==> config.mk <==
export PLATFORM = sky130hd
export DESIGN_NAME = led_rate_sel
export DESIGN_NICKNAME = d
export VERILOG_FILES = /design/src/rtl/led_pkg.sv /design/src/rtl/led_rate_sel_switch_debounce.sv /design/src/rtl/led_rate_sel.sv
export SDC_FILE = /design/constraint.sdc
export NUM_CORES = 1
export LEC_CHECK = 0
export ABC_CLOCK_PERIOD_IN_PS = 2900
export CAP_MARGIN = 20
export CORE_ASPECT_RATIO = 1.2
export CORE_UTILIZATION = 40
export DETAILED_ROUTE_END_ITERATION = 10
export GPL_TIMING_DRIVEN = 0
export SYNTH_ARGS = -nofsm -noshare
export SYNTH_HDL_FRONTEND = slang
export SYNTH_SLANG_ARGS = --single-unit
==> constraint.sdc <==
create_clock -name i_Clk -period 2.9 [get_ports i_Clk]
set_input_delay 0.29 -clock i_Clk [delete_from_list [all_inputs] [get_ports i_Clk]]
set_output_delay 0.29 -clock i_Clk [all_outputs]
set_load 0.02 [all_outputs]
==> src/rtl/led_pkg.sv <==
// led_pkg: shared constants, rate encoding and rate state type for the Go Board LED blinkers.
package led_pkg;
  localparam int CLK_HZ         = 25000000;
  localparam int DEBOUNCE_LIMIT = 250000;
  localparam int LIMIT_0        = 12500000;
  localparam int LIMIT_1        = 6250000;
  localparam int LIMIT_2        = 2500000;
  localparam int LIMIT_3        = 1250000;
  localparam logic [1:0] RATE_1HZ  = 2'd0;
  localparam logic [1:0] RATE_2HZ  = 2'd1;
  localparam logic [1:0] RATE_5HZ  = 2'd2;
  localparam logic [1:0] RATE_10HZ = 2'd3;
  typedef enum logic [1:0] {
    R0 = RATE_1HZ,
    R1 = RATE_2HZ,
    R2 = RATE_5HZ,
    R3 = RATE_10HZ
  } rate_e;
endpackage

==> src/rtl/led_rate_sel_switch_debounce.sv <==
// switch_debounce: accepts a raw switch level only after DEBOUNCE_LIMIT consecutive differing samples.
//   i_Clk    - system clock
//   i_Rst    - synchronous active-high reset
//   i_Switch - raw button level
//   o_Switch - debounced (stable) level
module switch_debounce #(
  parameter int DEBOUNCE_LIMIT = led_pkg::DEBOUNCE_LIMIT
) (
  input  logic i_Clk,
  input  logic i_Rst,
  input  logic i_Switch,
  output logic o_Switch
);
  localparam int CW = $clog2(DEBOUNCE_LIMIT + 1);
  logic [CW-1:0] cnt_q, cnt_d;
  logic stable_q, stable_d, diff, done;
  assign diff = i_Switch ^ stable_q;
  assign done = diff && (cnt_q == CW'(DEBOUNCE_LIMIT - 1));
  always_comb begin
    cnt_d    = (!diff || done) ? '0 : cnt_q + 1'b1;
    stable_d = done ? i_Switch : stable_q;
  end
  always_ff @(posedge i_Clk) begin
    if (i_Rst) begin
      cnt_q    <= '0;
      stable_q <= 1'b0;
    end else begin
      cnt_q    <= cnt_d;
      stable_q <= stable_d;
    end
  end
  assign o_Switch = stable_q;
endmodule

==> src/rtl/led_rate_sel.sv <==
// led_rate_sel: debounced rate stepping and pause/run control producing a one-cycle toggle tick.
//   i_Clk      - 25 MHz system clock
//   i_Rst      - synchronous active-high reset
//   i_Switch_1 - raw button; release advances the rate
//   i_Switch_2 - raw button; release toggles run/pause
//   o_Rate_Sel - current rate index 0..3
//   o_Run      - 1 while ticking
//   o_Tick     - one-clock pulse every LIMIT_n clocks while running
module led_rate_sel
  import led_pkg::*;
#(
  parameter int DEBOUNCE_LIMIT = led_pkg::DEBOUNCE_LIMIT,
  parameter int LIMIT_0        = led_pkg::LIMIT_0,
  parameter int LIMIT_1        = led_pkg::LIMIT_1,
  parameter int LIMIT_2        = led_pkg::LIMIT_2,
  parameter int LIMIT_3        = led_pkg::LIMIT_3,
  parameter int CNT_W          = 24
) (
  input  logic       i_Clk,
  input  logic       i_Rst,
  input  logic       i_Switch_1,
  input  logic       i_Switch_2,
  output logic [1:0] o_Rate_Sel,
  output logic       o_Run,
  output logic       o_Tick
);
  logic sw1_s, sw2_s, sw1_q, sw2_q, rel_1, rel_2, wrap, tick_q, tick_d, run_q;
  logic [CNT_W-1:0] cnt_q, cnt_d, lim;
  rate_e rate_q;
  switch_debounce #(.DEBOUNCE_LIMIT(DEBOUNCE_LIMIT)) u_sw1 (
    .i_Clk(i_Clk), .i_Rst(i_Rst), .i_Switch(i_Switch_1), .o_Switch(sw1_s)
  );
  switch_debounce #(.DEBOUNCE_LIMIT(DEBOUNCE_LIMIT)) u_sw2 (
    .i_Clk(i_Clk), .i_Rst(i_Rst), .i_Switch(i_Switch_2), .o_Switch(sw2_s)
  );
  assign rel_1 = sw1_q & ~sw1_s;
  assign rel_2 = sw2_q & ~sw2_s;
  always_comb begin
    lim    = (rate_q == R0) ? CNT_W'(LIMIT_0) :
             (rate_q == R1) ? CNT_W'(LIMIT_1) :
             (rate_q == R2) ? CNT_W'(LIMIT_2) : CNT_W'(LIMIT_3);
    wrap   = cnt_q == lim - 1'b1;
    // a rate change restarts the period and swallows any tick due on that edge
    cnt_d  = (rel_1 || !run_q || wrap) ? '0 : cnt_q + 1'b1;
    tick_d = !rel_1 && run_q && wrap;
  end
  always_ff @(posedge i_Clk) begin
    if (i_Rst) begin
      sw1_q  <= 1'b0;
      sw2_q  <= 1'b0;
      rate_q <= R0;
      run_q  <= 1'b1;
      cnt_q  <= '0;
      tick_q <= 1'b0;
    end else begin
      sw1_q  <= sw1_s;
      sw2_q  <= sw2_s;
      rate_q <= rel_1 ? rate_e'(rate_q + 2'd1) : rate_q;
      run_q  <= run_q ^ rel_2;
      cnt_q  <= cnt_d;
      tick_q <= tick_d;
    end
  end
  assign o_Rate_Sel = rate_q;
  assign o_Run      = run_q;
  assign o_Tick     = tick_q;
endmodule

==> results.json, run 1 <==
{
  "status": "complete, no violations",
  "synth_top_family_by_area": "simple AND/OR/NAND/NOR gates",
  "slew_headroom_pct": 42.85,
  "path_clk_slew_ps": 70,
  "synthArstFlopShare_pct": 0,
  "period_share_pct": 90.15,
  "setup_viol": 0,
  "clkPwrFrac_pct": 46.5,
  "path_cells": "inv_1, ha_1, buf_6, nor3_1, a21oi_1, o311a_1, a2111oi_4, buf_4, buf_6, nor3_2",
  "die_x_microns": 86.76,
  "fin_skew_ps": 9.580,
  "synth_warnings": 0,
  "pwr_density_cell_mw_per_mm2": 473.1,
  "rsz0062_at_grt": "no",
  "antenna_found_initial": 0,
  "crit_type": "reg2reg",
  "nNetsFinal": 411,
  "post_drt_wl_per_cell_microns": 12.15,
  "critPathTopFamily": "compound AO/OA/AOI/OAI gates",
  "antenna_left": 0,
  "post-dp-hpwl_microns": 4502,
  "cp.arrival_ps": 2850,
  "area_delta_synth_final_pct": 12.63,
  "synth.distinct_cells": 48,
  "numCtsBuffers": 9,
  "synth_compound_area_share_pct": 4.608,
  "die_area_sq_mm": 0.008998,
  "crit_slowest_cell": "dfxtp_1",
  "yosys.area_share.xor_xnor_pct": 16.18,
  "setup_tns_ps": 0,
  "tightest_slew_ps": 850.7,
  "cts_buffer_depth": 2,
  "power_frac_seq_pct": 51.4,
  "synth_edf_count": 0,
  "syn_inst": 377,
  "cpMostUsedCell": "buf_6",
  "netlist_area_sq_mm": 0.003448,
  "grt_pass1_wl_microns": 10980,
  "ys.flop_type": "dfxtp_1",
  "htree_levels": 3,
  "dieHeight_microns": 103.7,
  "syn_avg_cell_area_sq_um": 9.147,
  "first_pass_iters": 4,
  "critPathMaxFanout": 10,
  "p_int_mw": 1.461,
  "grt_max_degree": 12,
  "ys_ff_latch": 68,
  "synth_simple_gate_area_share_pct": 31.24,
  "pin_count": 8,
  "synth_nets": 392,
  "p_leak_nw": 1.371,
  "gr-usage-all-layers_pct": 15.34,
  "drive_gt1_share_pct": 13.72,
  "port_buffers": 6,
  "cts_tree": "yes",
  "clock_latency_ps": 340,
  "worstPathRequired_ps": 3130,
  "place_area_sq_mm": 0.003651,
  "initial_core_util_pct": 41.83,
  "cp-start-kind": "register",
  "drv_slew": 0,
  "switching_share_pct": 20.49,
  "yosysSeqAreaShare_pct": 39.48,
  "finalWeightedCongestion": 0.7729,
  "synth.area.mux_share_pct": 0.5806,
  "coreArea_sq_mm": 0.008243,
  "pwr-share-comb_pct": 2.1,
  "vias_per_cell": 4.967,
  "end_kind": "register",
  "drt-total-wl_microns": 6256,
  "rows": 36,
  "power_mw": 1.838,
  "root_buffer": "clkbuf_8",
  "period_needed_ps": 2614,
  "switching_power_mw": 0.3765,
  "grt_pass1_vias": 2384,
  "antennaDiodeCount": 0,
  "dr_total_vias": 2558,
  "crit_buf_inv": 4,
  "hold_path.class": "in2reg",
  "max_cap_violations": 0,
  "cts_sinks": 68,
  "ir_drop_mv": 0.2854,
  "fmax_mhz": 382.5,
  "hold_viol_final": 0,
  "gr-total-overflow": 0,
  "drc_errors": 0,
  "synth_fa_ha_area_share_pct": 3.991,
  "drt-initial-drc-count": 62,
  "worst_path_largest_cell_delay_ps": 500,
  "fin_area_sq_mm": 0.003884
}
-- per-stage QoR --
stage          worst slack [ps]  cells  utilization [%]  hold WS (ps)
2_1_floorplan             400.8    377                -         426.2
3_3_place_gp              158.3    497            44.29         445.9
3_5_place_dp              135.0    497            44.29         451.1
4_1_cts                   130.1    513            46.93         289.1
5_1_grt                   139.2    515            47.12         316.1
6_report                  285.6    515            47.12         296.0
-- power groups by stage --
stage	logic [mW]	clock network, mW	registers [mW]
after floorplan	0.0287	0	0.965
after global placement	0.0387	0	0.966
after detailed placement	0.0394	0	0.966
after CTS	0.0395	0.876	0.945
after global routing	0.0443	0.924	0.945
final	0.0386	0.854	0.945
-- final cells by class --
type | instances | area (sq um)
fillers | 792 | 4359
multi-input cells | 284 | 1952
flip-flops and latches | 68 | 1361
clock buffers | 12 | 145.1
well taps | 114 | 142.6
plain buffers | 15 | 97.59
repair buffers | 8 | 75.07
clock inverters | 4 | 72.57
inverters | 10 | 37.54
-- cells by family (layout without fill, tap and decap cells) --
group	Yosys count	count (layout)
buffers and inverters	25	49
muxes	2	2
adders and majority gates	11	11
xor gates and xnor gates	62	62
AOI/OAI and AO/OA	19	19
DFF	68	68
and+or+nand+nor	190	190
-- metal layers --
metal / vias up / track usage (%) / part of all wire (%)
li1: 1331 / - / -
met4: 0 / 8.214 / 1.8
met3: 12 / 2.709 / 3.1
met2: 43 / 24.21 / 47
met1: 1172 / 19.68 / 48
met5: - / 0 / 0
-- state kept, by name, indices dropped and copies added, names as in the netlist --
signal	count
o_Rate_Sel	2
sw2_q	1
sw1_q	1
cnt_q	24
u_sw1.cnt_q	18
u_sw2.o_Switch	1
o_Run	1
o_Tick	1
u_sw1.o_Switch	1
u_sw2.cnt_q	18
-- what timing repair did --
| item | 4_1_cts | 5_1_grt |
|---|---|---|
| buffers inserted | 0 | 2 |
| resized for setup | 0 | 0 |
| hold buffers | 0 | 0 |
| setup endpoints to repair | 0 | 8 |
-- cells in the mapped netlist, types with 2 or more instances --
cell type	n	share of area, %
inv_1	10	1.1
xor2_1	36	9.1
and3_1	8	1.5
buf_2	3	0.44
o21ai_0	2	0.29
and4_1	7	1.8
o2111ai_1	2	0.51
nor2b_1	6	1.1
buf_6	5	1.6
nand2_1	20	2.2
xnor2_1	25	6.3
nand2b_1	5	0.91
o22ai_1	3	0.54
ha_1	11	4.0
dfxtp_1	68	39
nand4_1	12	2.2
nor2_1	56	6.1
mux2i_1	2	0.58
nor3_2	19	5.5
nor3_1	10	1.5
nand3_1	26	3.8
nor4_1	7	1.3
clkbuf_1	7	0.76
and2_2	2	0.44
a21oi_1	2	0.29
-- layout by cell type, fill, tap and decap left out, drive strengths merged, types with 3 or more instances in the layout --
master          n
and3            9
and4            7
buf            10
clkbuf         19
clkdlybuf4s50   6
dfxtp          68
ha             11
inv            10
nand2          20
nand2b          5
nand3          27
nand4          12
nor2           58
nor2b           6
nor3           29
nor4            7
o21ai           3
o22ai           3
xnor2          25
xor2           36
-- worst paths after layout --
check / start / slack (ps) / endpoint / cells after the start
max: o_Rate_Sel[0] / 290 / cnt_q[3] / 10
min: i_Rst / 300 / o_Rate_Sel[1] / 2
max reg2reg: o_Rate_Sel[0] / 290 / cnt_q[3] / 10
min reg2reg: cnt_q[0] / 460 / cnt_q[0] / 1
Power figures use the tool's default switching activity.
==> run 2: changes to the inputs <==
--- a/config.mk
+++ b/config.mk
@@ -11,6 +11,7 @@
 export CORE_UTILIZATION = 40
 export DETAILED_ROUTE_END_ITERATION = 10
 export GPL_TIMING_DRIVEN = 0
+export PLACE_DENSITY = 0.59
 export SYNTH_ARGS = -nofsm -noshare
 export SYNTH_HDL_FRONTEND = slang
 export SYNTH_SLANG_ARGS = --single-unit
==> results.json, run 2 (same netlist as run 1, synthesis figures left out) <==
{
  "status": "complete, no violations",
  "nFillCells": 799,
  "post-dp-hpwl_microns": 4569,
  "initial_core_util_pct": 41.83,
  "die_area_sq_mm": 0.008998,
  "drt-total-wl_microns": 6441,
  "worstPathRequired_ps": 3100,
  "dr_total_vias": 2570,
  "drc_errors": 0,
  "rows": 36,
  "antenna_left": 0,
  "vias_per_cell": 5.000,
  "period_needed_ps": 2610,
  "drive_gt1_share_pct": 14.00,
  "cpMostUsedCell": "buf_6",
  "path_clk_slew_ps": 70,
  "cp-start-kind": "register",
  "clock_latency_ps": 350,
  "setup_tns_ps": 0,
  "ir_drop_mv": 0.3453,
  "pin_count": 8,
  "antenna_found_initial": 0,
  "rsz0062_at_grt": "no",
  "final_cell_mix": "dfxtp_1, nor2_1, xor2_1, nand3_1, xnor2_1",
  "numCtsBuffers": 9,
  "reg.largest.list": "cnt_q: 24 flops, u_sw1.cnt_q: 18 flops, u_sw2.cnt_q: 18 flops",
  "final_cells": 514,
  "first_pass_iters": 4,
  "max_cap_violations": 0,
  "drt-initial-drc-count": 63,
  "fin_skew_ps": 11.50,
  "grt_pass1_wl_microns": 11360,
  "tightest_slew_ps": 896.9,
  "finalWeightedCongestion": 0.7850,
  "grt_max_degree": 14,
  "largest_register": "cnt_q",
  "slew_headroom_pct": 39.74,
  "nNetsFinal": 410,
  "post-cts-setup-buffers": 0,
  "period_share_pct": 89.99,
  "regArea_sq_mm": 0.001361,
  "cts_resized": 0,
  "htree_levels": 3,
  "critPathMaxFanout": 10,
  "setup_viol": 0,
  "pwr_density_cell_mw_per_mm2": 480.2,
  "final_common_cell": "dfxtp_1",
  "fmax_mhz": 383.2,
  "area_delta_synth_final_pct": 12.55,
  "path_cells": "inv_1, ha_1, buf_6, xor2_1, nor4_1, o2111ai_1, a2111oi_4, buf_4, buf_6, nor3_2",
  "dieHeight_microns": 103.7,
  "whs_ps": 302.8,
  "cts_tree": "yes",
  "power_mw": 1.864,
  "grt_pass1_vias": 2465,
  "hold_path.class": "in2reg",
  "end_kind": "register",
  "antennaDiodeCount": 0,
  "root_buffer": "clkbuf_8",
  "gr-total-overflow": 0,
  "fin_area_sq_mm": 0.003881,
  "drv_slew": 0,
  "p_leak_nw": 1.369,
  "cts_sinks": 68,
  "cp.arrival_ps": 2810,
  "cts_buffer_depth": 2,
  "postCtsHoldBufs": 0,
  "crit_type": "reg2reg",
  "multi_input_area_sq_mm": 0.001952,
  "die_x_microns": 86.76,
  "gr-usage-all-layers_pct": 16.08,
  "port_buffers": 6,
  "largest_reg_flops": 24,
  "crit_slowest_cell": "dfxtp_1",
  "dpl.cell_count": 497,
  "post_drt_wl_per_cell_microns": 12.53,
  "worst_path_largest_cell_delay_ps": 510,
  "coreArea_sq_mm": 0.008243,
  "place_area_sq_mm": 0.003651,
  "hold_viol_final": 0
}
## run 2: cell count changes in the layout (fill, tap and decap cells not counted), sizes merged
cell    delta
buf        -1
clkinv     +1
inv        +2
clkbuf     -3
## run 2: worst paths after layout
check                 from             end  slack (ps)  cells after the start
max reg2reg  o_Rate_Sel[0]       cnt_q[12]         290                     10
max          o_Rate_Sel[0]       cnt_q[12]         290                     10
min reg2reg       cnt_q[0]        cnt_q[0]         470                      1
min                  i_Rst  u_sw1.o_Switch         300                      2
## run 2: layout make-up
class | instances | share of cell area [%]
inverter | 10 | 0.9671
multi-input combinational | 284 | 50.29
sequential | 68 | 35.07
clock buffer | 9 | 3.191
buffer | 15 | 2.515
clock inverter | 7 | 2.547
tap | 114 | 3.675
timing repair buffer | 7 | 1.741
## run 2: metal layers
| layer | track usage [%] | wire length [microns] | vias up |
|---|---|---|---|
| met5 | 0 | 0 | - |
| met4 | 7.143 | 112 | 0 |
| met3 | 4.861 | 180 | 9 |
| met2 | 24.55 | 3034 | 29 |
| met1 | 20.70 | 3114 | 1199 |
| li1 | - | - | 1333 |
## run 2: worst max-delay path, delay by kind of cell, from the launching register on
family,cells,cell delay (ps)
compound gates,2,530
xor+xnor,1,130
fa+ha+maj,1,230
buf+inv,4,680
flops,1,510
simple gates,2,400
## run 2: report_power, final
group	switching [mW]	leakage, nW	internal, mW
sequential	0.00541	0.549	0.939
clock	0.391	0.110	0.490
combinational	0.0239	0.710	0.0140
total	0.421	1.37	1.44
## run 2: metrics by stage
stage                     utilization [%]  worst slack [ps]
after global placement              44.29             131.8
after global routing                47.09             117.6
after floorplan                         -             400.8
final                               47.09             290.4
after detailed placement            44.29             94.65
after CTS                           46.99             69.08
==> run 3: changes to the inputs <==
--- a/config.mk
+++ b/config.mk
@@ -12,6 +12,7 @@
 export DETAILED_ROUTE_END_ITERATION = 10
 export GPL_TIMING_DRIVEN = 0
 export PLACE_DENSITY = 0.59
+export SKIP_CTS_REPAIR_TIMING = 1
 export SYNTH_ARGS = -nofsm -noshare
 export SYNTH_HDL_FRONTEND = slang
 export SYNTH_SLANG_ARGS = --single-unit
==> results of run 3 <==
The final DEF is identical to that of run 2; final timing and power are the same.
==> variant 1 (flow settings as in run 2) <==
`CNT_W`: 24 -> 48.
--- a/src/rtl/led_rate_sel.sv
+++ b/src/rtl/led_rate_sel.sv
@@ -15,5 +15,5 @@
   parameter int LIMIT_2        = led_pkg::LIMIT_2,
   parameter int LIMIT_3        = led_pkg::LIMIT_3,
-  parameter int CNT_W          = 24
+  parameter int CNT_W          = 48
 ) (
   input  logic       i_Clk,
Check against the original RTL: same outputs for any inputs over 10 cycles, from zero or initial values and one cycle with i_Rst high; that may be too few to reach the edited logic, so the function may still have changed.
==> variant 1 against run 2 <==
- critical path depth shrank 1
- global-route usage increased by 1.3 points
- combinational power up 14%
- die area rose by 27%
- cell area up 27%
- sequential cell count increased by 24
- wire length rose by 40%
- synthesized area is 28% higher
- worst setup slack worse by 0.084 ns
- power is 34% higher
- synthesized cell count grew 34%
- largest power group unchanged
- highest routed layer unchanged
==> variant 1: results <==
group,metric,value,unit
status,outcome,"completed",
power_and_ir_drop,p_leak,0.00159,uW
placed_design,dp_hpwl,6.46,mm
sta,fmax,0.371,GHz
sta,clock_skew,0.0106,ns
placed_design,dpl_cell_area,4640,sq um
global_route,grt_max_degree,16,
logic_synthesis,synth_fp_nets,520,
logic_synthesis,synth-seq-area-share,41.8,%
global_route,grt_usage,17.4,%
cts,cts_sinks,92,
logic_synthesis,synth_common_cells,"dfxtp_1 (92), nor2_1 (74), xnor2_1 (39)",
logic_synthesis,synth-compound-area-share,4.66,%
placed_design,finalWeightedCongestion,0.833,
logic_synthesis,synthAdderAreaFrac,2.56,%
logic_synthesis,synth.top_cells.by_area,"dfxtp_1 (42%), xnor2_1 (7.8%), xor2_1 (6.8%)",
placed_design,port_buffers,7,
logic_synthesis,yosys_warnings,0,
global_route,antenna_found_initial,0,
logic_synthesis,synthXorXnorAreaFrac,14.5,%
final_layout,n_antenna_cell,0,
worst_hold_path,hp-class,"reg2reg",
cts,numCtsBuffers,9,
setup_path,cpPeakStageDelay,0.47,ns
logic_synthesis,yosysTopAreaCell,"dfxtp_1",
cts,cts_setup_buffers,0,
power_and_ir_drop,peakVddDrop,281,uV
global_route,grt_pass1_wl,16.0,mm
cts,worstSkewPairLatency,0.35,ns
route,drt_iter0_markers,103,
setup_path,rr_worst_depth,9,
final_layout,drive_above_1_share,6.98,%
setup_path,worstPathMaxFanout,10,
global_route,grt_pass1_vias,3493,
cts,htree_levels,3,
sta,worstMarginPinSlew,0.640,ns
cts,clock_path_buffers,2,
logic_synthesis,ys_async_sr_fraction,0,%
setup_path,crit_path_top_delay_cell,"or4_1",
worst_hold_path,worstHoldPathCells,1,
route,drt_wl_total,9.00,mm
final_layout,nFillCells,1044,
logic_synthesis,synth_mux_area_share,0.681,%
route,via_count,3588,
logic_synthesis,synth.distinct_cells,46,
placed_design,preCtsSetupSlack,-0.122,ns
cts,root_buffer,"clkbuf_16",
route,dr.pass1.iters,5,
cts,clkTransAtPathRegs,0.06,ns
run,drv_cap,0,
final_layout,fin_nets,538,
final_layout,largestRegisters,"cnt_q: 48 flops, u_sw1.cnt_q: 18 flops, u_sw2.cnt_q: 18 flops",
-- variant 1: cell count changes in the layout (fill, tap and decap cells not counted), sizes merged, moves of 5 or more --
| cell | before | now |
|---|---|---|
| dfxtp | 68 | 92 |
| nor2 | 58 | 74 |
| nand4 | 12 | 27 |
| xnor2 | 25 | 39 |
| a21oi | 2 | 15 |
| nor4 | 7 | 16 |
| nand3 | 27 | 35 |
| or4 | 0 | 8 |
| nand2 | 20 | 27 |
| or3 | 2 | 9 |
| and3 | 9 | 4 |
| nor3 | 29 | 34 |
| o31ai | 1 | 6 |
-- variant 1: worst max-delay path, delay by kind of cell, from the launching register on --
kind                       cells  cell delay [ns]
and+or+nand+nor                4             1.02
buffers and inverters          3             0.45
AOI/OAI and AO/OA              1             0.45
DFF                            1             0.41
adders and majority gates      1             0.23
-- variant 1: path summary, 6_finish.rpt --
check	slack, ns	to	startpoint
max reg2reg	0.21	cnt_q[19]	o_Rate_Sel[0]
min	0.45	u_sw1.cnt_q[0]	u_sw1.cnt_q[0]
max	0.21	cnt_q[19]	o_Rate_Sel[0]
min reg2reg	0.45	u_sw1.cnt_q[0]	u_sw1.cnt_q[0]
-- variant 1: what timing repair did --
action,CTS,global route
setup endpoints to repair,20,20
pin swaps,0,2
resized for setup,1,7
-- variant 1: routing by layer --
metal / up-vias / GRT usage (%) / wire (um)
li1: 1824 / - / -
met1: 1707 / 20.6 / 4260
met2: 43 / 30.6 / 4390
met3: 14 / 3.98 / 199
met4: 0 / 7.47 / 153
met5: - / 0 / 0
-- variant 1: area by class of cell --
cell class | instances | area [sq um] | area share [%]
sequential | 92 | 1850 | 37.4
timing repair buffer | 7 | 70.1 | 1.42
multi-input combinational | 382 | 2430 | 49.1
buffer | 19 | 92.6 | 1.87
inverter | 14 | 52.6 | 1.06
tap | 129 | 161 | 3.27
clock buffer | 9 | 225 | 4.56
clock inverter | 7 | 66.3 | 1.34
-- variant 1: power breakdown --
part / switching [uW] / leakage [uW] / internal [uW]
combinational: 28.6 / 0.000699 / 14.6
clock: 507 / 0.000145 / 665
sequential: 5.58 / 0.000743 / 1270
-- variant 1: logic make-up after synthesis --
logic type                 count (synthesis)
DFF                                       92
AOI/OAI and AO/OA                         34
muxes                                      3
xor gates and xnor gates                  73
adders and majority gates                  9
buffers and inverters                     33
and+or+nand+nor                          263
-- variant 1: stage by stage --
step	hold WS, ns	utilization (%)	instances	setup TNS [ns]
after floorplan	0.418	-	507	0
after global placement	0.433	43.7	643	-2.16
after detailed placement	0.444	43.7	643	-2.30
after CTS	0.453	46.4	659	-0.00357
after global routing	0.474	46.5	659	0
final	0.447	46.5	659	0
==> variant 2 (config.mk and constraints of run 2) <==
Made on the original files. Reset style: asynchronous (`i_Rst`), changed in 2 clocked blocks. Comments in the files are not updated.
--- a/src/rtl/led_rate_sel_switch_debounce.sv
+++ b/src/rtl/led_rate_sel_switch_debounce.sv
@@ -21,5 +21,5 @@
     stable_d = done ? i_Switch : stable_q;
   end
-  always_ff @(posedge i_Clk) begin
+  always_ff @(posedge i_Clk or posedge i_Rst) begin
     if (i_Rst) begin
       cnt_q    <= '0;
--- a/src/rtl/led_rate_sel.sv
+++ b/src/rtl/led_rate_sel.sv
@@ -45,5 +45,5 @@
     tick_d = !rel_1 && run_q && wrap;
   end
-  always_ff @(posedge i_Clk) begin
+  always_ff @(posedge i_Clk or posedge i_Rst) begin
     if (i_Rst) begin
       sw1_q  <= 1'b0;
Function: same outputs for any inputs over 10 cycles, from zero or initial values and one cycle with i_Rst high; that may be too few to reach the edited logic, so the function may still have changed.
==> variant 2 against run 2 <==
- sequential cell count is the same
- worst setup slack lost 0.13 ns
- wire length grew 11%
- cell area grew 5.6%
- count of clock-buffer cells in the layout grew 2
- via count grew 3.2%
- clock skew grew 0.0016 ns
- non-clock buffer count grew 4
- synthesized area grew 5.2%
- maximum frequency shrank 4.7%
- critical path type unchanged
- critical endpoint is now cnt_q[14]
- largest cell class unchanged
Power is not compared: it rests on default switching activity, and its combinational part moved more than twofold at a synthesized area within 25%.
==> variant 2: results <==
group,metric,value,unit
status,outcome,"completed",
final_layout,signal_buffer_area_fraction,4.67,%
setup_path,reg2reg_setup_slack,0.16,ns
final_layout,fin_nets,411,
logic_synthesis,synth.top_cells.by_area,"dfrtp_1 (46%), xor2_1 (9.9%), xnor2_1 (6.3%)",
logic_synthesis,synthXorXnorAreaFrac,16.2,%
placed_design,finalWeightedCongestion,0.792,
logic_synthesis,synth.distinct_cells,37,
setup_path,cpPeakStageDelay,0.44,ns
logic_synthesis,ys.flop_type,"dfrtp_1",
setup_path,cp-endpoint,"cnt_q[14]",
global_route,grt_pass1_wl,12.5,mm
global_route,grt_pass1_vias,2693,
route,dr_wl_met3,131,um
cts,cts_resized,5,
route,met1Wirelength,3.35,mm
setup_path,rr_worst_depth,12,
global_route,groute.layer.met1.usage,22.6,%
final_layout,nonClockInverterCount,8,
logic_synthesis,synth_mux_area_share,0.932,%
final_layout,clkCellAreaFrac,4.49,%
logic_synthesis,synthAdderAreaFrac,4.14,%
route,drt_wl_total,7.16,mm
sta,whs,0.429,ns
worst_hold_path,worstHoldPathCells,0,
logic_synthesis,yosysTopAreaCell,"dfrtp_1",
cts,worstSkewPairLatency,0.33,ns
final_layout,buffers_excl_clock,26,
logic_synthesis,synth-compound-area-share,2.76,%
worst_hold_path,min_to,"sw2_q",
logic_synthesis,synth_fp_nets,385,
final_layout,drive_above_1_share,10.8,%
final_layout,multi_input_cells,282,
final_layout,clock_buffers,11,
worst_hold_path,hp-class,"reg2reg",
sta,timing.slew.headroom,44.4,%
route,routed_via_density,5.13,
placed_design,dp_hpwl,5.10,mm
route,wl_met2,3.53,mm
global_route,grt_max_degree,69,
cts,cts_setup_buffers,3,
route,drt_iter0_markers,99,
sta,clock_skew,0.0131,ns
logic_synthesis,synth_common_cells,"dfrtp_1 (67), nor2_1 (50), xor2_1 (41), nor3_1 (28)",
worst_hold_path,min_from,"u_sw2.o_Switch",
==> variant 2: cell count changes after synthesis, moves of 4 or more <==
| cell | change |
|---|---|
| dfrtp_1 | +67 |
| nand4_1 | +5 |
| nor3_2 | -19 |
| dfxtp_1 | -68 |
| nor2_1 | -6 |
| xor2_1 | +5 |
| nand2_1 | +6 |
| nor2b_1 | -4 |
| nor3_1 | +18 |
==> variant 2: power by group through the flow <==
stage	Sequential [uW]	Combinational (uW)	Clock (uW)
finish	1000	548	737
global route	1010	616	808
CTS	1020	487	763
detailed placement	1040	475	0
global placement	1040	472	0
floorplan	1050	343	0
==> variant 2: per-stage QoR <==
stage          area (sq um)  utilization, %  setup WS, ns  cells  TNS, ns
5_1_grt                4100            47.1        0.0371    517        0
3_3_place_gp           3840            44.1        -0.299    493   -23.79
6_report               4100            47.1         0.161    517        0
4_1_cts                4060            46.7        0.0593    512        0
3_5_place_dp           3840            44.2        -0.201    493    -3.88
2_1_floorplan          3630               -        0.0151    369        0
